===== config.mk =====
export PLATFORM = sky130hd
export DESIGN_NAME = pipe_ctrl_gen
export DESIGN_NICKNAME = d
export VERILOG_FILES = /design/src/rtl/pipe_ctrl_gen.sv
export SDC_FILE = /design/constraint.sdc
export NUM_CORES = 1
export LEC_CHECK = 0
export ABC_AREA = 1
export BUFFER_PORTS_ARGS = -buffer_cell sky130_fd_sc_hd__buf_2
export CORE_MARGIN = 2
export CORE_UTILIZATION = 40
export CTS_CLUSTER_SIZE = 25
export DETAILED_ROUTE_END_ITERATION = 7
export PLACE_DENSITY = 0.76
export SETUP_SLACK_MARGIN = 0.3
export SLEW_MARGIN = 20
export SYNTH_ARGS = -nofsm -noshare
export SYNTH_HDL_FRONTEND = slang
export SYNTH_SLANG_ARGS = --single-unit

===== constraint.sdc =====
create_clock -name clk -period 1.2 [get_ports clk]
set_input_delay 0 -clock clk [delete_from_list [all_inputs] [get_ports clk]]
set_output_delay 0 -clock clk [all_outputs]
set_load 0.05 [all_outputs]

===== src/rtl/pipe_ctrl_gen.sv =====
// Pipeline stall/flush controller: resolves stall requests, decodes
// committed exceptions into flush + redirect PC, and watches for stuck stalls.
module pipe_ctrl_gen #(
    parameter int              STAGES       = 6,
    parameter int              DW           = 32,
    parameter int              FLUSH_CYCLES = 1,
    parameter logic [DW-1:0]   INT_OFF      = 'h20,
    parameter logic [DW-1:0]   EXC_OFF      = 'h40,
    parameter int              TMO_W        = 8
) (
    input  logic              clk,
    input  logic              rst,
    input  logic [STAGES-1:0] stall_req_i,
    input  logic [31:0]       excepttype_i,
    input  logic [DW-1:0]     cp0_epc_i,
    input  logic [DW-1:0]     cp0_ebase_i,
    output logic [STAGES-1:0] stall_o,
    output logic              flush_o,
    output logic [DW-1:0]     new_pc_o,
    output logic [2:0]        cause_o,
    output logic              stall_tmo_o
);

    localparam int CW = $clog2(FLUSH_CYCLES + 1);
    localparam logic [CW-1:0] FC_INIT = CW'(FLUSH_CYCLES - 1);
    localparam logic [TMO_W-1:0] TMO_PRE = {{(TMO_W-1){1'b1}}, 1'b0};

    typedef enum logic {S_IDLE, S_FLUSH} state_t;

    state_t          r_state;
    state_t          w_state_nxt;
    logic [CW-1:0]   r_cnt;
    logic [CW-1:0]   w_cnt_nxt;
    logic [DW-1:0]   r_pc;
    logic [2:0]      r_cause;
    logic [TMO_W-1:0] r_tmo;

    logic              w_exc;
    logic [DW-1:0]     w_dec_pc;
    logic [2:0]        w_dec_cause;
    logic [STAGES-1:0] w_stall_mask;
    logic              w_stalling;

    assign w_exc = (excepttype_i != 32'd0);

    always_comb begin
        w_dec_pc    = cp0_ebase_i + EXC_OFF;
        w_dec_cause = 3'd4;
        case (excepttype_i)
            32'h1: begin
                w_dec_pc    = cp0_ebase_i + INT_OFF;
                w_dec_cause = 3'd1;
            end
            32'h8, 32'hA, 32'hC, 32'hD: begin
                w_dec_cause = 3'd2;
            end
            32'hE: begin
                w_dec_pc    = cp0_epc_i;
                w_dec_cause = 3'd3;
            end
            default: ;
        endcase
    end

    // Stage k stalls if it or any downstream stage requests a stall.
    always_comb begin
        w_stall_mask = '0;
        for (int k = 0; k < STAGES; k++) begin
            w_stall_mask[k] = |(stall_req_i >> k);
        end
    end

    always_ff @(posedge clk) begin
        if (rst) begin
            r_state <= S_IDLE;
            r_cnt   <= '0;
        end else begin
            r_state <= w_state_nxt;
            r_cnt   <= w_cnt_nxt;
        end
    end

    always_comb begin
        w_state_nxt = r_state;
        w_cnt_nxt   = r_cnt;
        case (r_state)
            S_IDLE: begin
                if (w_exc && (FLUSH_CYCLES > 1)) begin
                    w_state_nxt = S_FLUSH;
                    w_cnt_nxt   = FC_INIT;
                end
            end
            S_FLUSH: begin
                if (r_cnt <= CW'(1)) begin
                    w_state_nxt = S_IDLE;
                    w_cnt_nxt   = '0;
                end else begin
                    w_cnt_nxt = r_cnt - CW'(1);
                end
            end
            default: begin
                w_state_nxt = S_IDLE;
                w_cnt_nxt   = '0;
            end
        endcase
    end

    always_comb begin
        stall_o  = '0;
        flush_o  = 1'b0;
        new_pc_o = '0;
        cause_o  = 3'd0;
        if (!rst) begin
            case (r_state)
                S_IDLE: begin
                    if (w_exc) begin
                        flush_o  = 1'b1;
                        new_pc_o = w_dec_pc;
                        cause_o  = w_dec_cause;
                    end else begin
                        stall_o = w_stall_mask;
                    end
                end
                S_FLUSH: begin
                    flush_o  = 1'b1;
                    new_pc_o = r_pc;
                    cause_o  = r_cause;
                end
                default: ;
            endcase
        end
    end

    always_ff @(posedge clk) begin
        if (rst) begin
            r_pc    <= '0;
            r_cause <= 3'd0;
        end else if (r_state == S_IDLE && w_exc) begin
            r_pc    <= w_dec_pc;
            r_cause <= w_dec_cause;
        end
    end

    assign w_stalling = |stall_o;

    always_ff @(posedge clk) begin
        if (rst) begin
            r_tmo <= '0;
        end else if (!w_stalling || flush_o) begin
            r_tmo <= '0;
        end else if (r_tmo != '1) begin
            r_tmo <= r_tmo + TMO_W'(1);
        end
    end

    // Fires in the cycle whose edge carries the counter to all-ones.
    assign stall_tmo_o = w_stalling && !flush_o && (r_tmo == TMO_PRE);

endmodule


==> results_dict.tcl, run 1 <==
set metrics [dict create \
    cts_sinks 8 \
    cts_buffer_depth 2 \
    dp_hpwl_mm 9.69 \
    num_rows 31 \
    h-tree-depth 1 \
    die_w_um 89.7 \
    start_util_pct 40.9 \
    endpoint_type "primary output" \
    synth_edf_count 0 \
    seq_area_frac_synth_pct 5.45 \
    syn-cell-area_sq_mm 0.00294 \
    grt_max_degree 27 \
    yosys.area.top_type_share_pct 22.4 \
    worst_endpoint "new_pc_o[30]" \
    synth_ff_type "dfxtp_1" \
    synth.ff_latch_count 8 \
    die_y_um 89.7 \
    numCtsBuffers 3 \
    cts_hold_buf 0 \
    cts-root-buf "clkbuf_8" \
    lastStage "global routing (5_1_grt)" \
    synth_top_area_cell "nand2_1" \
    synth_warnings 0 \
    grt-ovfl-total 185 \
    syn_avg_cell_area_sq_um 5.14 \
    synth_nets 680 \
    grtUsageTotal_pct 77.8 \
    port_buffers 146 \
    synth_common_cells "nand2_1, nor2_1, inv_1" \
    status "aborted with a tool error" \
    io_pins 147 \
    synthMostInstantiatedCell "nand2_1" \
    synth_area_leaders "nand2_1, nor2_1, xor2_1" \
    synth-async-reset-ratio_pct 0 \
    globalplace.congestion 0.935 \
    ys_types 35 \
    error "[ERROR GRT-0232] Routing congestion too high. Check the congestion heatmap in the GUI." \
    synth_cells 572 \
]
==> per-layer routing <==
| metal | track usage [%] | GRT overflow |
|---|---|---|
| met1 | 74.0 | 2 |
| met5 | 2.56 | 0 |
| met4 | 91.5 | 62 |
| met3 | 52.1 | 3 |
| met2 | 103 | 118 |
==> cell families after synthesis <==
| kind of cell | synth area share, % |
|---|---|
| adder cells (fa/ha/maj) | 1.70 |
| AO/OA/AOI/OAI | 10.9 |
| XOR/XNOR | 10.4 |
| AND/OR/NAND/NOR | 60.2 |
| buffers and inverters | 11.3 |
| flip-flops | 5.45 |
==> metrics by stage <==
step,setup slack [ns],std cells,hold slack [ns],TNS [ns],instance area (sq um)
detailed placement,-0.441,904,0.396,-18.00,5170
CTS,-0.301,932,0.311,-8.82,6130
floorplan,-0.0818,572,0.0637,-1.28,3600
global placement,-0.374,904,0.398,-15.07,5170
==> repair_timing <==
item,CTS
setup buffers,20
gates cloned,4
resized for setup,194
setup endpoints to repair,51
pin swaps,41
hold endpoints to repair,0
==> inputs of run 2 (changes only) <==
- CORE_UTILIZATION: 40 -> 25
- CTS_CLUSTER_SIZE: 25 -> default
- PLACE_DENSITY: 0.76 -> default
- PLACE_DENSITY_LB_ADDON: default -> 0.15
- SETUP_SLACK_MARGIN: 0.3 -> default
- clock period: 1.2 -> 1.6 ns (I/O delays scaled with it)
==> run 2 against run 1 <==
Net effect:
- the run now ends clean
- synthesized cell count stayed put
- area after synthesis stayed put
==> results_dict.tcl, run 2 <==
set metrics [dict create \
    ant_nets 0 \
    numCtsBuffers 3 \
    rsz0062_at_grt "yes" \
    crit_top_cell "buf_6" \
    cts_sinks 8 \
    yosys.area_share.simple_pct 60.2 \
    clk_pin_slew_ns 0.04 \
    largest_reg_flops 8 \
    insertion_delay_ns 0.23 \
    crit_type "in2out" \
    grt-ovfl-total 0 \
    cp.buffers_inverters 4 \
    synth_area_leaders "nand2_1, nor2_1, xor2_1" \
    drt_iter0_markers 245 \
    tns_ns 0 \
    reg_top3 "r_tmo: 8 flops" \
    slowest_stage "nor2_4" \
    seq_area_frac_synth_pct 5.45 \
    grt_first_pass_wirelength_mm 18.7 \
    yosys.area.top_type_share_pct 22.4 \
    synth_warnings 0 \
    mostFrequentLayoutCell "nand2_1" \
    die_y_um 112 \
    synth_xor_area_share_pct 10.4 \
    synthMostInstantiatedCell "nand2_1" \
    grt_max_degree 33 \
    cts-root-buf "clkbuf_16" \
    dp_hpwl_mm 9.37 \
    synth_ff_type "dfxtp_1" \
    synth_compound_area_share_pct 10.9 \
    fill_cells 1285 \
    grtUsageTotal_pct 17.9 \
    startpoint_type "input port" \
    hold_violations 0 \
    start_util_pct 25.6 \
    worst_ep_required_time_ns 1.60 \
    post-route-period-util_pct 94.7 \
    syn_avg_cell_area_sq_um 5.14 \
    postRouteWirelength_mm 12.4 \
    final_cell_mix "nand2_1, nor2_1, buf_2" \
    layout.cells.non_filler 897 \
    yosys.area_share.adder_pct 1.70 \
    synth_top_area_cell "nand2_1" \
    cts_tree "yes" \
    cp_top_family "simple AND/OR/NAND/NOR gates" \
    via_per_inst 4.66 \
    crit_start "excepttype_i[25]" \
    num_rows 39 \
    wl_per_cell_um 13.8 \
    rr_startpoint "r_tmo[1]" \
    hp-class "in2reg" \
    drv_slew 0 \
    final_util_pct 41.1 \
    dpl.cell_count 884 \
    cp_cell_sequence "buf_2 -> nor2_2 -> nand2_2 -> nor2_4 -> buf_6 -> nand4_4 -> nand2_8 -> buf_12 -> o21ai_0 -> nor2_1 -> buf_6" \
    hold_start "stall_req_i[0]" \
    grt_pass1_vias 3908 \
    h-tree-depth 1 \
    antenna_found_initial 0 \
    slew-limit-headroom_pct 69.7 \
    cp.arrival_ns 1.52 \
    synth_nets 680 \
    worst_pin_slew_ns 0.453 \
    power_density_mw_per_mm2 293 \
    num_antenna_cells 0 \
    max_stage_delay_ns 0.21 \
    globalplace.congestion 0.923 \
    drc 0 \
    layout-drive-gt1-share_pct 38.3 \
    ys_types 35 \
    synth_top_family_by_area "simple AND/OR/NAND/NOR gates" \
    status "finished, final reports clean" \
    port_buffers 146 \
    io_pins 147 \
    fin_crit_ns 1.52 \
    top_register "r_tmo" \
    max_freq_mhz 660 \
    coreArea_sq_mm 0.0115 \
    dr.pass1.iters 5 \
    die_w_um 112 \
    synth-async-reset-ratio_pct 0 \
    leakagePower_nw 2.35 \
    p_total_w 0.00138 \
    synth_cells 572 \
    synth.ff_latch_count 8 \
    synth_mux_area_share_pct 0 \
    finClkSkew_ns 0.000312 \
    area_growth_pct 60.3 \
    vias 4182 \
    dieArea_sq_mm 0.0126 \
    layout.nets 864 \
    synth_common_cells "nand2_1, nor2_1, inv_1" \
    crit_fanout 8 \
    peakVddDrop_v 0.000711 \
    finalSetupViolations 0 \
    syn-cell-area_sq_mm 0.00294 \
    maxCapViolations 0 \
    cts_buffer_depth 2 \
    end_kind "output port" \
    synth_edf_count 0 \
]
run 2: cell counts after synthesis:
Identical to the previous run, type by type.
run 2: metal layers:
layer | share of wire, % | routed length, um | track usage (%)
met1 | 45 | 5570 | 24.3
met2 | 49 | 6070 | 31.0
met3 | 5.1 | 627 | 1.62
met4 | 0.91 | 112 | 3.98
met5 | 0 | 0 | 0
run 2: tightest hold or removal path: cells and delay by family:
| kind | cells | cell delay (ns) |
|---|---|---|
| AO/OA/AOI/OAI | 2 | 0.22 |
| buffers and inverters | 2 | 0.28 |
run 2: power breakdown:
group	internal, W	switching [W]
Clock	0.000322	0.0000932
Sequential	0.000201	0.0000000000000224
Combinational	0.000289	0.000476
Total	0.000811	0.000569
run 2: layout make-up:
type / count / area (sq um) / area share (%)
clock buffer: 3 / 75.1 / 1.59
inverter: 61 / 229 / 4.86
multi-input combinational: 491 / 2690 / 57.1
sequential: 8 / 160 / 3.40
tap: 143 / 179 / 3.80
timing repair buffer: 191 / 1380 / 29.3
run 2: stage by stage:
stage | hold slack, ns | setup slack (ns) | instance area, sq um
finish | 0.311 | 0.0850 | 4710
global route | 0.330 | -0.0411 | 4710
CTS | 0.310 | 0.000918 | 4260
detailed placement | 0.386 | -0.126 | 4160
global placement | 0.383 | -0.0905 | 4160
floorplan | 0.102 | 0.0146 | 3010
run 2: worst paths after layout:
| check | to | slack [ns] | depth (start not counted) |
|---|---|---|---|
| min reg2reg | r_tmo[6] | 0.60 | 3 |
| min | r_tmo[1] | 0.31 | 4 |
| max reg2reg | r_tmo[1] | 0.18 | 8 |
| max | new_pc_o[9] | 0.08 | 11 |
run 2: logic make-up (layout without fill, tap and decap cells):
family / after synthesis / in the layout
buf+inv: 74 / 255
fa+ha+maj: 4 / 4
compound gates: 52 / 52
flops: 8 / 8
simple gates: 399 / 400
xor+xnor: 35 / 35
run 2: repair_timing:
item                                    4_1_cts  5_1_grt
hold buffers                                  0        0
cloned                                        1        3
endpoints found under the setup margin       21       36
setup buffers                                 0        6
pin swaps                                     1       31
gates resized for setup                       5      128
No activity file was read; power rests on OpenSTA's default activity.
